==> config.mk <==
export PLATFORM = sky130hd
export DESIGN_NAME = fetch_issue
export DESIGN_NICKNAME = d
export VERILOG_FILES = /design/src/rtl/fetch_issue.sv
export SDC_FILE = /design/constraint.sdc
export NUM_CORES = 1
export LEC_CHECK = 0
export BUFFER_PORTS_ARGS = -buffer_cell sky130_fd_sc_hd__buf_2
export CORE_UTILIZATION = 30
export DETAILED_ROUTE_END_ITERATION = 7
export PLACE_DENSITY = 0.52
export SLEW_MARGIN = 15
export SYNTH_ARGS = -nofsm -noshare
export SYNTH_HDL_FRONTEND = slang
export SYNTH_SLANG_ARGS = --single-unit
==> constraint.sdc <==
create_clock -name clock -period 3.56 [get_ports clock]
set_input_delay 0.178 -clock clock [delete_from_list [all_inputs] [get_ports clock]]
set_output_delay 0.178 -clock clock [all_outputs]
set_load 0.02 [all_outputs]
==> src/rtl/fetch_issue.sv <==
// Fetch/issue stage: PC register, BOOT/RUN/WAIT control and the
// instruction-memory request handshake.
module fetch_issue #(
  parameter int                      ADDRESS_BITS = 32,
  parameter logic [ADDRESS_BITS-1:0] RESET_PC     = '0
) (
  input  logic                    clock,
  input  logic                    reset,
  input  logic                    stall,
  input  logic                    next_PC_select,
  input  logic [ADDRESS_BITS-1:0] target_PC,
  input  logic                    i_mem_ready,
  output logic                    i_mem_read,
  output logic [ADDRESS_BITS-1:0] i_mem_read_address,
  output logic [ADDRESS_BITS-1:0] issue_PC,
  output logic                    issue_valid,
  output logic [31:0]             fetch_count
);

  typedef enum logic [1:0] {
    BOOT,
    RUN,
    WAIT
  } state_t;

  state_t                  state_q;
  state_t                  state_d;
  logic [ADDRESS_BITS-1:0] pc_q;
  logic                    accept;
  logic                    miss;

  assign i_mem_read = (state_q != BOOT)
                    && !stall && !next_PC_select;
  assign accept     = i_mem_read && i_mem_ready;
  assign miss       = i_mem_read && !i_mem_ready;

  assign i_mem_read_address = pc_q;

  always_ff @(posedge clock or posedge reset) begin
    if (reset) state_q <= BOOT;
    else       state_q <= state_d;
  end

  // Stall holds the state, except that BOOT always lasts one cycle.
  always_comb begin
    state_d = state_q;
    if (next_PC_select)     state_d = RUN;
    else if (accept)        state_d = RUN;
    else if (miss)          state_d = WAIT;
    else if (state_q == BOOT) state_d = RUN;
  end

  always_ff @(posedge clock or posedge reset) begin
    if (reset) begin
      pc_q        <= RESET_PC;
      issue_PC    <= RESET_PC;
      issue_valid <= 1'b0;
      fetch_count <= '0;
    end else if (next_PC_select) begin
      pc_q        <= {target_PC[ADDRESS_BITS-1:2], 2'b00};
      issue_valid <= 1'b0;
    end else if (accept) begin
      issue_PC    <= pc_q;
      issue_valid <= 1'b1;
      pc_q        <= pc_q + ADDRESS_BITS'(4);
      if (fetch_count != 32'hFFFF_FFFF)
        fetch_count <= fetch_count + 32'd1;
    end else begin
      issue_valid <= 1'b0;
    end
  end

endmodule

==> flow_summary.yaml, run 1 <==
cells_and_area:
  drive_gt1_frac: 0.2738
  layoutNonFillerInstCount: 805
  diodes: 0
  n_fill_cell: 1553
  area_growth_pct: 24.02
  fin_nets: 655
sta:
  rsz0062_at_grt: "no"
  worst_slew_pin_slew_ns: 0.9630
  fin_crit_sh: 0.6089
  slew_violations: 0
  relSlewSlack: 0.3556
  fin_setup_tns_ns: 0
  layout_min_cycle_time_ns: 2.168
  fin_skew_ns: 0.01266
  hold_violations: 0
  setup_violations: 0
  fmax_mhz: 461.3
clocking:
  worstSkewPairLatency_ns: 0.35
  clock-sinks: 95
  numCtsBuffers: 9
  cts_tree: "yes"
  cts_setup_buffers: 0
  cts-resized-gates: 0
  cts.htree.levels: 3
  cts_buffer_depth: 2
  postCtsHoldBufs: 0
  cts_root_buffer: "clkbuf_16"
  clkTransAtPathRegs_ns: 0.07
power:
  pwr-share-clk: 0.345
  p_seq_frac: 0.462
  p_sw_mw: 0.9398
  p_comb_frac: 0.193
  vdd_drop_max_uv: 244.5
  power_leakage_nw: 2.800
  p_sw_frac: 0.3232
  power.internal_mw: 1.968
  power.density_nw_per_um2: 508.5
synth:
  yosysWarnings: 0
  synth_most_common_cell: "nand2_1"
  synth_area_per_cell_um2: 9.333
  synthTopCellsByCount: "136 x nand2_1, 95 x dfrtp_1, 26 x o21ai_0"
  yosysSeqAreaShare: 0.5156
  synth-seq-cells: 95
  synthCells: 494
  synth_area_leader_cell: "dfrtp_1"
  synth_top_area_frac: 0.5156
  synth_async_sr_flop_share: 1.000
  ys_types: 49
  synthTopCellsByArea: "dfrtp_1 52%, nand2_1 11%, xnor2_1 4.2%"
  synth_ff_type: "dfrtp_1"
  synth_edf_count: 0
  netlist_area_um2: 4611
global_routing:
  grt_antenna_before_repair: 0
  grt_max_degree: 75
  grt_pass1_vias: 3908
  grt_pass1_wl_um: 20320
  grt.overflow.total: 0
  grt_usage: 0.1607
die:
  start_util: 0.3125
  rows: 44
  dieArea_um2: 15870
  die_h_um: 126.0
  io_pins: 135
  dieWidth_um: 126.0
  core_area_um2: 14750
detailed_routing:
  dr.pass1.iters: 4
  drt_iter0_markers: 280
  via_per_inst: 5.041
  ant_nets: 0
  vias: 4058
  drc: 0
  routed_wl_um: 12300
  wl_per_cell_um: 15.28
status:
  status: "complete, no violations"
placement:
  gp_congestion: 0.7987
  port-buffer-count: 128
  dp_hpwl_um: 8566
  dp_cells: 789
job:
  maxCapViolations: 0
setup_path:
  worst-path-max-fanout: 19
  required_ns: 3.79
  critPathKind: "reg -> reg"
  crit_arrival_ns: 2.40
  critPathCaptureType: "flip-flop"
  start_kind: "flip-flop"
worst_hold_path:
  hp-class: "in -> async"
[logic make-up after synthesis]
| logic type | after synthesis | synth area share |
|---|---|---|
| simple gates | 265 | 0.2825 |
| mux | 2 | 0.004613 |
| flops | 95 | 0.5156 |
| xor+xnor | 33 | 0.06269 |
| other cells | 1 | 0.0008133 |
| buf+inv | 33 | 0.03202 |
| compound gates | 63 | 0.09634 |
| fa+ha+maj | 2 | 0.005427 |
[worst max-delay path, cell delays in order, from the launching register on]
cell	delay, ns
dfrtp_1	0.46
nand4_1	0.24
nor4_2	0.53
a21oi_2	0.35
and4bb_1	0.33
xor2_1	0.14
[routing by layer]
metal / global-route usage / routed length (um) / vias up
met3: 0.03314 / 563 / 15
met4: 0.05315 / 164 / 0
met5: 0 / 0 / -
li1: - / - / 1960
met1: 0.2209 / 6035 / 1969
met2: 0.2522 / 5539 / 114
[cells in the final DEF, fill, tap and decap left out, drive strengths merged, types with 3 or more instances in the layout]
cell	count
nor2b	11
o211ai	6
a21o	3
nand3b	3
clkbuf	10
o21ai	26
xnor2	22
a21oi	3
buf	132
xor2	11
and3	6
conb	4
a221o	5
or3	4
nor4	6
inv	11
dfrtp	95
and4	3
nor3	14
o311ai	10
nor2	25
nand4	26
nand2	136
nand3	25
[sequential cells by signal, summed over array words and instances (netlist names)]
register and count:
state_q 2, issue_valid 1, fetch_count 32, issue_PC 30, i_mem_read_address 30
[power groups by stage]
stage | Clock [mW] | Sequential, mW | Combinational (mW)
floorplan | 0 | 1.49 | 0.212
global placement | 0 | 1.35 | 0.562
detailed placement | 0 | 1.36 | 0.568
CTS | 1.03 | 1.34 | 0.570
global route | 1.08 | 1.37 | 0.619
finish | 1.00 | 1.34 | 0.561
[final timing paths]
kind                            startpoint                endpoint  slack [ns]  depth (start not counted)
max in group asynchronous            reset          fetch_count[7]        2.62                          3
hold / removal                       reset            issue_PC[16]        0.02                          2
hold reg to reg               issue_PC[24]            issue_PC[24]        0.47                          2
setup / recovery           fetch_count[16]         fetch_count[14]        1.39                          5
min in group clock           target_PC[28]  i_mem_read_address[28]        0.04                          3
setup reg to reg           fetch_count[16]         fetch_count[14]        1.39                          5
[final cells by class]
cell class                      count  area (um2)  share of cell area
Tap cell                          184       230.2             0.04026
Clock buffer                       10       239.0             0.04179
Sequential cell                    95        2377              0.4158
Timing Repair Buffer              132       670.6              0.1173
Inverter                            9       36.28            0.006346
Multi-Input combinational cell    369        2100              0.3672
Clock inverter                      6       65.06             0.01138
[metrics by stage]
step	power (mW)	util	setup slack (ns)	instance area (um2)	hold WS (ns)
finish	2.907	0.3876	1.392	5718	0.01970
global route	3.060	0.3876	1.158	5718	0.04724
CTS	2.944	0.3876	1.362	5718	0.02165
detailed placement	1.932	0.3669	1.362	5414	0.3909
global placement	1.917	0.3669	1.400	5414	0.3912
floorplan	1.705	-	0.9050	4622	0.2940
(Power assumes the default switching activity.)
==> inputs of run 2 (changes only) <==
==> constraint.sdc (replaced) <==
create_clock -name clock -period 2.1 [get_ports clock]
set_input_delay 0.105 -clock clock [delete_from_list [all_inputs] [get_ports clock]]
set_output_delay 0.105 -clock clock [all_outputs]
set_load 0.02 [all_outputs]
==> flow_summary.yaml, run 2 (synthesized netlist as in run 1, its figures left out) <==
status:
  status: "complete, no violations"
die:
  start_util: 0.3125
  dieArea_um2: 15870
  dieWidth_um: 126.0
  die_h_um: 126.0
  core_area_um2: 14750
  io_pins: 135
  rows: 44
setup_path:
  startpoint: "fetch_count[4]"
  critPathCaptureType: "flip-flop"
  required_ns: 2.32
  critPathKind: "reg -> reg"
  start_kind: "flip-flop"
  r2r-end: "fetch_count[31]"
  timing.rr.start: "fetch_count[4]"
  r2r_slack_ns: 0.02
  r2r_cells: 5
  crit_arrival_ns: 2.30
  worst-path-max-fanout: 6
detailed_routing:
  ant_nets: 0
  via_per_inst: 4.917
  drc: 0
  routed_wl_um: 13110
  dr.pass1.iters: 4
  wl_per_cell_um: 15.12
  vias: 4263
  drt_iter0_markers: 237
cells_and_area:
  mostFrequentLayoutCells: "135 x nand2_1, 128 x buf_2, 93 x dfrtp_1, 35 x buf_4, 28 x dlygate4sd3_1"
  final_common_cell: "nand2_1"
  design_area_um2: 6339
  multi_input_area_um2: 2125
  top_register: "fetch_count"
  fin_nets: 717
  regArea_um2: 2380
  drive_gt1_frac: 0.3035
  final_util: 0.4296
  n_fill_cell: 1482
  largest_reg_flops: 32
  area_growth_pct: 37.48
worst_hold_path:
  hp-class: "in -> reg"
  hp-start: "target_PC[10]"
  min_to: "i_mem_read_address[10]"
  whs_path_depth: 3
job:
  maxCapViolations: 0
power:
  p_sw_mw: 1.596
  power.density_nw_per_um2: 808.1
  p_seq_frac: 0.440
  power.internal_mw: 3.526
  pwr-share-clk: 0.352
  p_total_mw: 5.122
  vdd_drop_max_uv: 518.6
  p_comb_frac: 0.209
  p_sw_frac: 0.3116
  power_leakage_nw: 3.126
clocking:
  cts_root_buffer: "clkbuf_16"
  clkTransAtPathRegs_ns: 0.07
  numCtsBuffers: 9
  clock-sinks: 95
  cts_buffer_depth: 2
  worstSkewPairLatency_ns: 0.35
  cts_tree: "yes"
  cts.htree.levels: 3
global_routing:
  grtUsageMet2: 0.2798
  grt.met3_usage: 0.05055
  grt_usage: 0.1710
  grt_max_degree: 49
  grt_pass1_vias: 4094
  busiest_layer: "met2"
  use_met1: 0.2254
  grt_pass1_wl_um: 21500
  grt.overflow.total: 0
  grt_antenna_before_repair: 1
placement:
  dp_hpwl_um: 9149
  gp_congestion: 0.7677
  placed_area_um2: 5693
  port-buffer-count: 128
sta:
  fin_skew_ns: 0.007927
  hold_violations: 0
  worst_slew_pin_slew_ns: 0.7810
  fmax_mhz: 481.0
  fin_setup_tns_ns: 0
  fin_crit_sh: 0.9900
  layout_min_cycle_time_ns: 2.079
  relSlewSlack: 0.4783
  rsz0062_at_grt: "yes"
  setup_violations: 0
  slew_violations: 0
  whs_ns: 0.01402
run 2: changes by cell type in the layout (fill, tap and decap cells not counted), sizes merged:
| cell | before | now |
|---|---|---|
| buf | 132 | 166 |
| bufinv | 1 | 2 |
| clkinv | 2 | 1 |
| clkinvlp | 1 | 2 |
| diode | 0 | 1 |
| dlygate4sd3 | 0 | 28 |
| inv | 11 | 9 |
run 2: critical path: stages, from the launching register on:
cell and delay (ns):
dfrtp_1 0.46, nand4_1 0.28, or4_4 0.61, a211oi_4 0.33, nand2_1 0.13, xnor2_1 0.15
run 2: power groups by stage:
| stage | Combinational, mW | Sequential [mW] | Clock (mW) |
|---|---|---|---|
| after floorplan | 0.359 | 2.53 | 0 |
| after global placement | 1.03 | 2.27 | 0 |
| after detailed placement | 1.04 | 2.28 | 0 |
| after CTS | 1.08 | 2.25 | 1.86 |
| after global routing | 1.17 | 2.29 | 1.94 |
| final | 1.07 | 2.25 | 1.80 |
run 2: what timing repair did:
item,4_1_cts,5_1_grt
hold endpoints to repair,56,0
setup endpoints to repair,0,31
hold buffers,28,0
buffers inserted,0,2
resized for setup,0,6
run 2: final cells by class:
| class | count | share of cell area |
|---|---|---|
| multi-input cells | 369 | 0.3352 |
| diodes | 1 | 0.0003948 |
| clock inverters | 5 | 0.01283 |
| repair buffers | 194 | 0.1962 |
| flip-flops and latches | 95 | 0.3754 |
| well taps | 184 | 0.03632 |
| clock buffers | 10 | 0.03770 |
| inverters | 9 | 0.005922 |
run 2: per-stage QoR:
step                instances  worst slack (ns)
finish                    867           0.02095
global route              866          -0.03887
CTS                       864          0.007030
detailed placement        821           0.02941
global placement          821           0.08836
floorplan                 497            0.1406
run 2: how the worst max path moves through the flow:
stage / end / slack (ns) / cells after the start
after floorplan: fetch_count[25] / 0.14 / 5
after global placement: fetch_count[28] / 0.09 / 6
after detailed placement: fetch_count[28] / 0.03 / 6
after CTS: fetch_count[28] / 0.007 / 6
after global routing: fetch_count[29] / -0.04 / 5
final: fetch_count[31] / 0.02 / 5
run 2: layer usage:
metal	wire, um	vias to the layer above
met5	0	-
met4	78	0
met3	690	5
met2	6162	123
met1	6174	2056
li1	-	2079
==> inputs of run 3 (changes only) <==
--- a/config.mk
+++ b/config.mk
@@ -9,6 +9,7 @@
 export CORE_UTILIZATION = 30
 export DETAILED_ROUTE_END_ITERATION = 7
 export PLACE_DENSITY = 0.52
+export SETUP_SLACK_MARGIN = 0.5
 export SLEW_MARGIN = 15
 export SYNTH_ARGS = -nofsm -noshare
 export SYNTH_HDL_FRONTEND = slang
==> flow_summary.yaml, run 3 (synthesized netlist as in run 1, its figures left out) <==
status:
  status: "complete, no violations"
clocking:
  clkTransAtPathRegs_ns: 0.07
  clock-sinks: 95
  worstSkewPairLatency_ns: 0.35
  cts_root_buffer: "clkbuf_16"
  cts_tree: "yes"
  numCtsBuffers: 9
  cts_buffer_depth: 2
  cts.htree.levels: 3
power:
  p_comb_frac: 0.260
  vdd_drop_max_uv: 437.9
  power.density_nw_per_um2: 738.9
  power.internal_mw: 3.727
  p_sw_frac: 0.3201
  p_seq_frac: 0.410
  power_leakage_nw: 3.619
  pwr-share-clk: 0.330
  p_sw_mw: 1.755
sta:
  fin_ws_ns: 0.2080
  worst_slew_pin_slew_ns: 0.5332
  slew_violations: 0
  layout_min_cycle_time_ns: 1.892
  relSlewSlack: 0.6445
  fin_crit_sh: 0.9009
  fmax_mhz: 528.6
  setup_violations: 0
  whs_ns: 0.01417
  rsz0062_at_grt: "yes"
  hold_violations: 0
  fin_setup_tns_ns: 0
  fin_skew_ns: 0.008749
cells_and_area:
  drive_gt1_frac: 0.4893
  top_register: "fetch_count"
  n_fill_cell: 1367
  final_common_cell: "buf_2"
  largest_reg_flops: 32
  multi_input_area_um2: 2562
  regArea_um2: 2430
  diodes: 0
  fin_nets: 780
  mostFrequentLayoutCells: "128 x buf_2, 122 x nand2_1, 77 x buf_4, 53 x dfrtp_1, 42 x dfrtp_2"
  area_growth_pct: 60.90
  final_util: 0.5028
setup_path:
  r2r_slack_ns: 0.21
  critPathKind: "reg -> reg"
  worst-path-max-fanout: 8
  crit_arrival_ns: 2.12
  required_ns: 2.33
  timing.rr.start: "fetch_count[17]"
  r2r_cells: 8
  critPathCaptureType: "flip-flop"
  r2r-end: "fetch_count[22]"
  start_kind: "flip-flop"
global_routing:
  grt_usage: 0.1851
  grt_max_degree: 96
  grt_pass1_vias: 4492
  grt_antenna_before_repair: 0
  grt_pass1_wl_um: 23170
  grt.overflow.total: 0
die:
  die_h_um: 126.0
  core_area_um2: 14750
  io_pins: 135
  dieWidth_um: 126.0
  rows: 44
  dieArea_um2: 15870
  start_util: 0.3125
detailed_routing:
  routed_wl_um: 14640
  vias: 4646
  dr.pass1.iters: 5
  via_per_inst: 4.996
  drt_iter0_markers: 276
  ant_nets: 0
  drc: 0
  wl_per_cell_um: 15.74
worst_hold_path:
  hp-start: "target_PC[4]"
  hp-class: "in -> reg"
  min_to: "i_mem_read_address[4]"
  whs_path_depth: 3
job:
  maxCapViolations: 0
placement:
  pre_cts_slack_ns: 0.1389
  gp_congestion: 0.7797
  dp_hpwl_um: 9029
  port-buffer-count: 128
-- run 3: cell count changes in the layout (fill, tap and decap cells not counted), sizes merged --
cell,delta
clkinv,+2
clkbuf,+1
buf,+61
dlygate4sd3,+2
diode,-1
inv,-2
-- run 3: cell type report --
type	count	share of cell area
clock buffers	11	0.03272
clock inverters	5	0.01096
inverters	9	0.006747
multi-input cells	369	0.3454
flip-flops and latches	95	0.3275
well taps	184	0.03103
repair buffers	257	0.2456
-- run 3: through the flow --
step                area (um2)  cells  power [mW]
floorplan                 4871    497       2.968
global placement          5774    806       3.373
detailed placement        5774    806       3.396
CTS                       6954    905       5.439
global route              7418    930       5.757
finish                    7418    930       5.481
-- run 3: worst max-delay path by stage --
stage               startpoint               to  slack (ns)
2_1_floorplan  fetch_count[16]  fetch_count[31]        0.26
3_3_place_gp   fetch_count[16]  fetch_count[29]        0.19
3_5_place_dp   fetch_count[16]  fetch_count[27]        0.14
4_1_cts         fetch_count[3]  fetch_count[27]        0.27
5_1_grt        fetch_count[16]  fetch_count[22]        0.13
6_report       fetch_count[17]  fetch_count[22]        0.21
-- run 3: timing repair --
action,in CTS,in global routing
setup endpoints to repair,58,60
resized for setup,38,69
endpoints found under the hold margin,124,0
hold buffers,30,0
cloned,1,0
setup buffers,52,25
pin swaps,31,36
-- run 3: metal layers --
metal	GRT usage	share of wire	vias to the layer above
li1	-	-	2207
met1	0.2482	0.45	2257
met2	0.2935	0.48	161
met3	0.03653	0.051	21
met4	0.07371	0.022	0
met5	0	0	-
-- run 3: critical path, stage by stage (launching register included) --
cell	delay, ns
dfrtp_2	0.37
nand4_1	0.19
buf_4	0.21
nor4_4	0.39
or4b_4	0.21
buf_12	0.13
buf_12	0.10
nor2_4	0.02
xor2_1	0.15
-- run 3: power by group through the flow --
| stage | logic (mW) | registers [mW] | clock network, mW |
|---|---|---|---|
| 4_1_cts | 1.32 | 2.24 | 1.88 |
| 3_3_place_gp | 1.07 | 2.30 | 0 |
| 6_report | 1.42 | 2.25 | 1.81 |
| 5_1_grt | 1.56 | 2.28 | 1.92 |
| 3_5_place_dp | 1.08 | 2.31 | 0 |
| 2_1_floorplan | 0.403 | 2.57 | 0 |
